## config.mk

```make
export PLATFORM = sky130hd
export DESIGN_NAME = fetch_unit_flat
export DESIGN_NICKNAME = d
export VERILOG_FILES = /design/src/rtl/core_pkg.sv /design/src/rtl/fetch_unit_if.sv /design/src/rtl/fetch_unit.sv /design/src/flat_wrapper.sv
export SDC_FILE = /design/constraint.sdc
export NUM_CORES = 1
export LEC_CHECK = 0
export CAP_MARGIN = 20
export CORE_ASPECT_RATIO = 1.1
export CORE_MARGIN = 2
export CORE_UTILIZATION = 49
export CTS_CLUSTER_DIAMETER = 50
export DETAILED_ROUTE_END_ITERATION = 6
export PLACE_DENSITY = 0.81
export SETUP_SLACK_MARGIN = 0.5
export SLEW_MARGIN = 20
export SYNTH_ARGS = -nofsm -noshare
export SYNTH_HDL_FRONTEND = slang
export SYNTH_SLANG_ARGS = --single-unit
```

## constraint.sdc

```tcl
create_clock -name clk -period 2.7 [get_ports clk]
set_input_delay 0.405 -clock clk [delete_from_list [all_inputs] [get_ports clk]]
set_output_delay 0.405 -clock clk [all_outputs]
set_load 0.005 [all_outputs]
```

## src/rtl/core_pkg.sv

```systemverilog
// Shared definitions for the multi-cycle core pipeline stages.
//   fetch_state_t : fetch unit FSM states (IDLE, WAIT)
//   INSTR_W       : instruction width in bits
//   PC_STEP       : sequential PC increment in bytes
package core_pkg;

  typedef enum logic {
    IDLE = 1'b0,
    WAIT = 1'b1
  } fetch_state_t;

  localparam int unsigned INSTR_W = 32;
  localparam int unsigned PC_STEP = 4;

endpackage

```

## src/rtl/fetch_unit_if.sv

```systemverilog
// Instruction-memory (synchronous BRAM) read port.
//   imem_en    : read enable, one cycle per fetch
//   imem_addr  : word address (byte address >> 2)
//   imem_rdata : read data, valid MEM_LATENCY cycles after imem_en
// master = fetch unit, slave = memory.
interface fetch_unit_if #(
  parameter int unsigned ADDR_W = 32
);
  import core_pkg::*;

  logic                imem_en;
  logic [ADDR_W-3:0]   imem_addr;
  logic [INSTR_W-1:0]  imem_rdata;

  modport master (output imem_en, output imem_addr, input  imem_rdata);
  modport slave  (input  imem_en, input  imem_addr, output imem_rdata);

endinterface

```

## src/rtl/fetch_unit.sv

```systemverilog
// Instruction-fetch stage: responder of the fetch_enable/fetch_done handshake.
// Owns the architectural PC, issues one BRAM read per fetch, latches the
// instruction with its PC and pulses fetch_done MEM_LATENCY+2 cycles after
// fetch_enable.
//   clk, rst       : clock, synchronous active-high reset
//   fetch_enable   : one-cycle start pulse
//   fetch_done     : one-cycle completion pulse
//   pc_next_valid  : redirect strobe; pc_next is the target (bits [1:0] ignored)
//   imem           : BRAM read port (master side)
//   instr, pc_out  : fetched instruction and its PC, held until next fetch_done
//   proto_err      : sticky, fetch_enable seen while a fetch is in flight
module fetch_unit
  import core_pkg::*;
#(
  parameter int unsigned       ADDR_W      = 32,
  parameter logic [ADDR_W-1:0] RESET_PC    = '0,
  parameter int unsigned       MEM_LATENCY = 1
) (
  input  logic               clk,
  input  logic               rst,
  input  logic               fetch_enable,
  output logic               fetch_done,
  input  logic               pc_next_valid,
  input  logic [ADDR_W-1:0]  pc_next,
  fetch_unit_if.master       imem,
  output logic [INSTR_W-1:0] instr,
  output logic [ADDR_W-1:0]  pc_out,
  output logic               proto_err
);

  localparam logic [2:0] LAT = 3'(MEM_LATENCY);

  fetch_state_t      r_state, w_state_nxt;
  logic [2:0]        r_cnt;
  logic [ADDR_W-1:0] r_pc;
  logic [ADDR_W-1:0] r_fetch_pc;
  logic              r_redir;
  logic [ADDR_W-1:0] w_pc_next_al;
  logic [ADDR_W-1:0] w_eff_pc;
  logic              w_launch;
  logic              w_complete;
  logic              w_unused;

  assign w_pc_next_al = {pc_next[ADDR_W-1:2], 2'b00};
  assign w_unused     = ^pc_next[1:0];

  always_ff @(posedge clk) begin
    if (rst) r_state <= IDLE;
    else     r_state <= w_state_nxt;
  end

  always_comb begin
    w_state_nxt = r_state;
    w_launch    = 1'b0;
    w_complete  = 1'b0;
    // Same-cycle redirect bypasses the PC register.
    w_eff_pc    = pc_next_valid ? w_pc_next_al : r_pc;
    case (r_state)
      IDLE: begin
        if (fetch_enable) begin
          w_launch    = 1'b1;
          w_state_nxt = WAIT;
        end
      end
      WAIT: begin
        // cnt reaches zero in the cycle the BRAM data is valid.
        if (r_cnt == '0) begin
          w_complete  = 1'b1;
          w_state_nxt = IDLE;
        end
      end
      default: w_state_nxt = IDLE;
    endcase
  end

  always_ff @(posedge clk) begin
    if (rst) begin
      fetch_done     <= 1'b0;
      imem.imem_en   <= 1'b0;
      imem.imem_addr <= '0;
      instr          <= '0;
      pc_out         <= RESET_PC;
      proto_err      <= 1'b0;
      r_cnt          <= '0;
      r_pc           <= RESET_PC;
      r_fetch_pc     <= RESET_PC;
      r_redir        <= 1'b0;
    end else begin
      imem.imem_en <= w_launch;
      fetch_done   <= w_complete;
      if (w_launch) begin
        imem.imem_addr <= w_eff_pc[ADDR_W-1:2];
        r_cnt          <= LAT;
        r_fetch_pc     <= w_eff_pc;
        r_pc           <= w_eff_pc;
        r_redir        <= 1'b0;
      end else if (r_state == WAIT) begin
        if (r_cnt != '0) r_cnt <= r_cnt - 3'd1;
        if (fetch_enable) proto_err <= 1'b1;
        // A redirect seen at any point of the fetch (including the
        // completion cycle) overrides the sequential PC+4 update.
        if (pc_next_valid) begin
          r_pc    <= w_pc_next_al;
          r_redir <= 1'b1;
        end else if (w_complete && !r_redir) begin
          r_pc <= r_fetch_pc + ADDR_W'(PC_STEP);
        end
        if (w_complete) begin
          instr  <= imem.imem_rdata;
          pc_out <= r_fetch_pc;
        end
      end else if (pc_next_valid) begin
        r_pc <= w_pc_next_al;
      end
    end
  end

endmodule

```

## src/flat_wrapper.sv

```systemverilog
// flat-port wrapper written by rule: the top's interface ports become plain ports
module fetch_unit_flat import core_pkg::*;
#(
  parameter int unsigned       ADDR_W      = 32,
  parameter logic [ADDR_W-1:0] RESET_PC    = '0,
  parameter int unsigned       MEM_LATENCY = 1
)
  (clk, rst, fetch_enable, fetch_done, pc_next_valid, pc_next, instr, pc_out, proto_err, imem_imem_en, imem_imem_addr, imem_imem_rdata);
  fetch_unit_if #(.ADDR_W(ADDR_W)) imem_i ();
  input  logic clk;
  input  logic rst;
  input  logic fetch_enable;
  output logic fetch_done;
  input  logic pc_next_valid;
  input  logic [ADDR_W-1:0] pc_next;
  output logic [INSTR_W-1:0] instr;
  output logic [ADDR_W-1:0] pc_out;
  output logic proto_err;
  output wire logic [$bits(imem_i.imem_en)-1:0] imem_imem_en;
  output wire logic [$bits(imem_i.imem_addr)-1:0] imem_imem_addr;
  input wire logic [$bits(imem_i.imem_rdata)-1:0] imem_imem_rdata;
  assign imem_imem_en = imem_i.imem_en;
  assign imem_imem_addr = imem_i.imem_addr;
  assign imem_i.imem_rdata = imem_imem_rdata;
  fetch_unit #(.ADDR_W(ADDR_W), .RESET_PC(RESET_PC), .MEM_LATENCY(MEM_LATENCY)) u_core (.clk(clk), .rst(rst), .fetch_enable(fetch_enable), .fetch_done(fetch_done), .pc_next_valid(pc_next_valid), .pc_next(pc_next), .imem(imem_i), .instr(instr), .pc_out(pc_out), .proto_err(proto_err));
endmodule
```

* Word-level counts from Yosys, hierarchy flattened
Cells that the tools add are included.
Storage, ports and cells: register bits 166, bits of input ports 68, output and inout bits 97, word-level logic and storage cells 43
Cells by class: add/sub/neg operators 2, equal/unequal tests 1, muxes and demuxes 14, bitwise gates (word level) 2, reduce and logical (&&, ||, !) cells 12
Operator list (count):
- two-way mux 32 bit | 5
- adder 32 x 3 -> 32 bit, second input constant | 1
- two-way mux 1 bit | 8
- AND reduction 2 bit | 3
- AND reduction 3 bit | 2
- != test 4 bit, second input constant | 1
- nonzero test 2 bit | 2
- logical NOT 3 bit | 1
- nonzero test 3 bit | 1
- subtractor 3 x 1 -> 3 bit, second input constant | 1
- inverter 1 bit | 2
- case mux 1 bit (2 select lines) | 1
- OR reduction 2 bit | 1
- logical AND 1 bit | 1
- logical NOT 1 bit | 1

* Longest topological paths before layout
Gate-level depths: netlist of the first run.
depth in word-level cells 8, gate-level depth with buffers 9, gate-level depth less buffers 7

* Worst setup path after synthesis of the first run
OpenSTA, ideal clock, no wires.
kind flip-flop to flip-flop, from reg u_core.r_fetch_pc[12], to reg u_core.r_pc[31], setup time 0.130 ns, data arrival time 1.942 ns, data required time 2.570 ns, slack 0.628 ns, stages on the path, launching flop included 7, path buffers 1, period minus slack after synthesis 2.072 ns, cell sequence dfxtp_1 nand4_2 or4_1 buf_2 or4b_4 xor2_1 o22ai_1
Between the ends: cells in the longest elaborated chain, start to end 5
RTL lines:
- start, declared | line fetch_unit.sv:36 | logic [ADDR_W-1:0] r_fetch_pc;
- start signal, assigned | line fetch_unit.sv:94 | r_fetch_pc <= w_eff_pc;
- adder 32 x 3 -> 32 bit | line fetch_unit.sv:106 | r_pc <= r_fetch_pc + ADDR_W'(PC_STEP);
- two-way mux 32 bit | line fetch_unit.sv:105 | end else if (w_complete && !r_redir) begin
- two-way mux 32 bit | line fetch_unit.sv:102 | if (pc_next_valid) begin
- two-way mux 32 bit | line fetch_unit.sv:97 | end else if (r_state == WAIT) begin
- two-way mux 32 bit | line fetch_unit.sv:91 | if (w_launch) begin
- end signal, assigned | line fetch_unit.sv:95 | r_pc <= w_eff_pc;
- end signal, assigned | line fetch_unit.sv:103 | r_pc <= w_pc_next_al;
- end signal, assigned | line fetch_unit.sv:106
- end, declared | line fetch_unit.sv:35 | logic [ADDR_W-1:0] r_pc;
Every way passes these cells. The select of a mux whose other input is x is not followed. A chain may end at the register's enable or synchronous reset.

* Worst setup path in the final report of the first run
from reg u_core.r_fetch_pc[14], to reg u_core.r_pc[31]
The elaborated chain is that of the path after synthesis.

==> out/qor.csv, run 1 <==
stage,metric,value,unit
run_status,status,completed,
sta,tightest_slew,0.734,ns
worst_setup_path,crit_family,simple AND/OR/NAND/NOR gates,
worst_setup_path,cp-start-kind,flip-flop,
pwr,power_leakage,2.95,nW
layout,final_util,0.688,
global_route,grt_pass1_wl,28500,um
placement,gp_congestion,0.889,
cts,cts_buffer_depth,2,
global_route,grt.overflow.total,0,
synth,syn_avg_cell_area,7.94,sq um
synth,netlist_area,6090,sq um
worst_setup_path,arrival,2.38,ns
floorplan,die_area,13300,sq um
floorplan,num_io_pins,165,
synth,syn_nets,839,
global_route,grt_start_max_net_pins,117,
sta,tns,0,ns
floorplan,start_util,0.504,
layout,final_common_cell,nand2_1,
sta,maxSlewHeadroom,0.509,
sta,fmax,477,MHz
floorplan,fp.coreArea,12100,sq um
cts,clock_sink_count,136,
route,vias_per_cell,5.75,
sta,period_share,0.776,
synth,synth-seq-cells,136,
worst_setup_path,crit_type,flip-flop to flip-flop,
synth,yosys_warnings,0,
route,drtPass1Iterations,6,
worst_setup_path,path_cells,"nand4_2, or4_4, or4b_4, xor2_1, o22ai_1",
cts,clkLatencyLatePin,0.42,ns
synth,yosysUniqueCellTypes,52,
cts,cts_tree,built,
synth,synth_edf_count,0,
layout,design_area,8320,sq um
route,postRouteWirelength,18200,um
worst_setup_path,crit_path_end_kind,flip-flop,
worst_setup_path,reg2reg_depth,5,
worst_setup_path,slowest_stage,or4_4,
sta,finalHoldViolations,0,
worst_setup_path,r2r-start,u_core.r_fetch_pc[14],
sta,rsz0062_at_grt,false,
cts,htreeDepth,4,
worst_setup_path,critPathBufInv,0,
cts,cts_made_buffers,17,
global_route,grt_pass1_vias,5796,
worst_setup_path,r2r_slack,0.61,ns
worst_setup_path,critPathLaunch,u_core.r_fetch_pc[14],
cts,clkTransAtPathRegs,0.06,ns
floorplan,die_y,121,um
layout,layout.cells.non_filler,1061,
pwr,p_per_area,644,nW/um^2
placement,dp_cells,1030,
worst_setup_path,max_stage_delay,0.61,ns
layout,areaGrowthSynthToFinish,36.5,%
sta,setup_viol,0,
sta,final.min_clock_period,2.09,ns
worst_setup_path,endpoint,u_core.r_pc[31],
sta,clock_skew,0.00824,ns
layout,diodes,0,
layout,layout.nets,966,
placement,dpl_cell_area,7760,sq um
min_path,hold_path.class,input port to flip-flop,
sta,drv_slew,0,
placement,dpl.hpwl,11900,um
flow_run,cap_violations,0,
synth,netlist_instances,768,
layout,final_cell_mix,"171 x nand2_1, 160 x clkdlybuf4s50_1, 135 x dfxtp_1",
global_route,grt_usage,0.276,
route,wl_per_cell,17.1,um
placement,portBuffers,162,
synth,seq_area_frac_synth,0.447,
floorplan,die_w,110,um
route,final_antenna_net_count,0,
worst_setup_path,crit_fanout,7,
route,drc,0,
worst_setup_path,worst-path-stages,5,
route,num_vias,6099,
cts,ctsHoldBuffers,0,
floorplan,placementRows,42,
cts,cts_setup_buffers,0,
route,drt_iter0_markers,572,
synth,yosys_most_used_dff,dfxtp_1,
global_route,antenna_found_initial,0,
pwr,ir_worst_vdd,0.000394,V
synth,async_flop_share,0,
cts,root_buffer,clkbuf_16,
layout,drive_above_1_share,0.0860,
worst_setup_path,reg2reg_to,u_core.r_pc[31],
worst_setup_path,worstPathRequired,2.99,ns
## worst min-delay path by stage
| stage | from | endpoint | cells after the start |
|---|---|---|---|
| 2_1_floorplan | u_core.r_pc[3] | u_core.r_pc[3] | 2 |
| 3_3_place_gp | u_core.instr[0] | u_core.instr[0] | 2 |
| 3_5_place_dp | u_core.pc_out[20] | u_core.pc_out[20] | 2 |
| 4_1_cts | pc_next_valid | u_core.r_fetch_pc[2] | 3 |
| 5_1_grt | pc_next_valid | u_core.r_fetch_pc[2] | 3 |
| 6_report | pc_next_valid | u_core.r_fetch_pc[2] | 3 |
## metal layers
metal  up-vias  GRT usage  share of wire
li1       2899          -              -
met1      2890      0.337           0.40
met2       257      0.459           0.49
met3        53     0.0666          0.069
met4         0      0.123          0.034
met5         -          0              0
## stage by stage
stage                     total power [W]  setup WS (ns)  hold slack (ns)
after floorplan                   0.00276          0.628            0.444
after global placement            0.00318          0.464            0.441
after detailed placement          0.00319          0.428            0.446
after CTS                         0.00537          0.507            0.315
after global routing              0.00555          0.509            0.336
final                             0.00536          0.606            0.322
## registers in the layout, summed over array words and instances, names as in the netlist
| signal | flops |
|---|---|
| u_core.r_cnt | 3 |
| u_core.r_redir | 1 |
| u_core.pc_out | 32 |
| u_core.r_pc | 32 |
| u_core.imem.imem_en | 1 |
| u_core.instr | 32 |
| u_core.fetch_done | 1 |
| u_core.r_state | 1 |
| u_core.imem.imem_addr | 1 |
| u_core.proto_err | 1 |
| u_core.r_fetch_pc | 31 |
## worst reg2reg max path: cells and delay by family, from the launching register on
family	cells	cell delay, ns
and+or+nand+nor	3	1.31
DFF	1	0.40
xor gates and xnor gates	1	0.15
AOI/OAI and AO/OA	1	0.10
## where the power goes
part	leakage (nW)	switching [W]	internal, W	total (W)
Sequential	1.11	0.000101	0.00214	0.00224
Combinational	1.57	0.000467	0.000451	0.000918
Clock	0.268	0.000885	0.00131	0.00219
Total	2.95	0.00145	0.00390	0.00536
## logic make-up after synthesis
kind of cell,Yosys count,share of synthesized area
and+or+nand+nor,279,0.200
AOI/OAI and AO/OA,217,0.213
DFF,136,0.447
buffers and inverters,96,0.0782
xor gates and xnor gates,27,0.0388
muxes,10,0.0164
adders and majority gates,3,0.00616
## cells in the mapped netlist, drive strengths merged (10+ instances only)
cell    number  share of area
o21ai       27          0.022
nand3       15          0.012
a21oi      114          0.094
a211oi      19          0.023
nand2      171           0.11
dfxtp      136           0.45
nor2        44          0.027
o22ai       11          0.011
xnor2       21          0.030
clkbuf      47          0.029
nor3        15          0.012
a22oi       15          0.018
mux2i       10          0.016
buf         41          0.044
## layout make-up
type,count,area [sq um]
well taps,154,193
clock buffers,20,457
flip-flops and latches,136,2720
fillers,985,3770
multi-input cells,536,2910
clock inverters,11,98.8
repair buffers,196,1910
inverters,8,30.0
## timing repair
item,CTS,global route
gates cloned,0,0
endpoints found under the setup margin,2,2
pin swaps,0,1
gates resized for setup,1,1
Note: power is estimated with default switching activity, not from simulation.
==> run 2, diff against run 1 <==
Settings changed: CORE_UTILIZATION 49 to 44, PLACE_DENSITY 0.81 to 0.77.
Clock period 2.7 ns to 1.7 ns, I/O delays scaled along.
==> run 2 against run 1 <==
The run now ends with design-rule violations, negative setup slack left. Non-clock buffer count increased by 165. Critical path depth is 1 higher. Design area increased by 42%. Via count increased by 35%. Power up 95%. Register-to-register slack worse by 1.5 ns. First-iteration DRC count is 95% higher. Core utilization rose by 18 points. Cell count is 19% higher. Clock power up 65%. Combinational power grew to 3.5 times the previous value. Die area up 11%. Largest power group unchanged.
==> out/qor.csv, run 2 (synthesis gave the netlist of run 1 again) <==
stage,metric,value,unit
pwr,power,0.0104,W
global_route,grt_pass1_wl,36800,um
cts,cts_buffer_depth,2,
floorplan,fp.coreArea,13700,sq um
floorplan,num_io_pins,165,
pwr,p_per_area,880,nW/um^2
layout,layout.nets,1132,
route,wl_per_cell,27.9,um
cts,cts_tree,built,
route,drc,2,
placement,dpl.hpwl,12600,um
cts,root_buffer,clkbuf_16,
placement,gp_congestion,0.943,
route,drt_iter0_markers,1114,
cts,htreeDepth,4,
worst_setup_path,crit_type,flip-flop to flip-flop,
floorplan,die_area,14800,sq um
cts,clkLatencyLatePin,0.45,ns
worst_setup_path,cp-start-kind,flip-flop,
pwr,ir_worst_vdd,0.000701,V
cts,clock_sink_count,136,
worst_setup_path,arrival,2.90,ns
route,vias_per_cell,6.54,
sta,final.min_clock_period,2.63,ns
sta,setup_viol,56,
run_status,violations,"design-rule violations, negative setup slack",
placement,post-place-ws,-0.296,ns
layout,drive_above_1_share,0.613,
layout,largestRegisters,"u_core.instr: 32 flops, u_core.pc_out: 32 flops, u_core.r_pc: 32 flops",
layout,areaGrowthSynthToFinish,94.5,%
sta,period_share,1.55,
sta,finalHoldWorstSlack,0.390,ns
sta,drv_slew,0,
sta,fmax,380,MHz
floorplan,start_util,0.445,
floorplan,die_w,116,um
sta,finalHoldViolations,0,
worst_setup_path,crit_path_end_kind,flip-flop,
layout,final_common_cell,buf_6,
layout,nFillCells,553,
worst_setup_path,worstPathRequired,1.97,ns
sta,maxSlewHeadroom,0.364,
min_path,hold_path.class,input port to flip-flop,
global_route,grt_start_max_net_pins,73,
sta,clock_skew,0.0247,ns
floorplan,placementRows,45,
global_route,grt.overflow.total,0,
cts,clkTransAtPathRegs,0.08,ns
run_status,status,"complete, but fails checks",
global_route,antenna_found_initial,0,
sta,tightest_slew,0.953,ns
worst_setup_path,critPathLaunch,u_core.r_fetch_pc[24],
pwr,power_leakage,5.43,nW
route,drtPass1Iterations,7,
route,postRouteWirelength,35200,um
cts,cts_made_buffers,17,
worst_setup_path,r2r_slack,-0.93,ns
sta,rsz0062_at_grt,true,
sta,setup_ws,-0.932,ns
flow_run,cap_violations,0,
min_path,min-delay-start,rst,
worst_setup_path,crit_fanout,5,
layout,diodes,0,
floorplan,die_y,127,um
cts,ctsHoldBuffers,0,
route,final_antenna_net_count,0,
worst_setup_path,r2r-start,u_core.r_fetch_pc[24],
layout,final_cell_mix,"109 x buf_6, 100 x nand2_1, 85 x buf_4",
global_route,grt_pass1_vias,6777,
placement,portBuffers,162,
global_route,grt_usage,0.325,
route,num_vias,8249,
run 2: report_power, final:
part	switching [W]	internal, W	total [W]
combinational	0.00166	0.00154	0.00320
sequential	0.000194	0.00343	0.00362
clock	0.00159	0.00202	0.00361
total	0.00344	0.00698	0.0104
run 2: path summary, 6_finish.rpt:
path                                               to  depth (start not counted)
worst min-delay path            u_core.r_fetch_pc[19]                          5
worst max-delay path                  u_core.r_pc[27]                          6
worst min register to register      u_core.pc_out[23]                          2
worst max register to register        u_core.r_pc[27]                          6
run 2: metal layers:
layer  track usage  vias up  share of wire  routed length, um
li1              -     3247              -                  -
met1         0.398     3866           0.34              11800
met2         0.542      825           0.45              15800
met3        0.0626      311           0.12               4110
met4         0.163        0          0.099               3480
met5             0        -              0                  0
run 2: cell type report:
cell class | instances | area (sq um) | area share
clock inverter | 14 | 124 | 0.0105
timing repair buffer | 361 | 3750 | 0.316
multi-input combinational | 537 | 4440 | 0.374
sequential | 136 | 2840 | 0.240
tap | 188 | 235 | 0.0198
inverter | 8 | 35.0 | 0.00296
clock buffer | 18 | 429 | 0.0362
run 2: stage by stage:
step                       util  setup TNS, ns  instances  instance area (sq um)
after detailed placement  0.607          -1.47       1105                   8300
final                     0.866          -4.52       1262                  11900
after global placement    0.607          -1.26       1105                   8300
after CTS                 0.748         -0.521       1206                  10200
after global routing      0.866          -6.29       1262                  11900
after floorplan               -         -0.685        768                   6500
run 2: what timing repair did:
action                     in CTS  in global routing
cloned                          8                  7
gates resized for setup       586                302
setup endpoints to repair     231                188
pin swaps                      77                 96
setup buffers                  61                 49
run 2: worst max-delay path: stages, from the launching register on:
cell and delay, ns:
dfxtp_2 0.35, nand3_1 0.23, or4_4 0.59, buf_8 0.16, nor4_4 0.17, xnor2_1 0.13, a2111oi_2 0.83
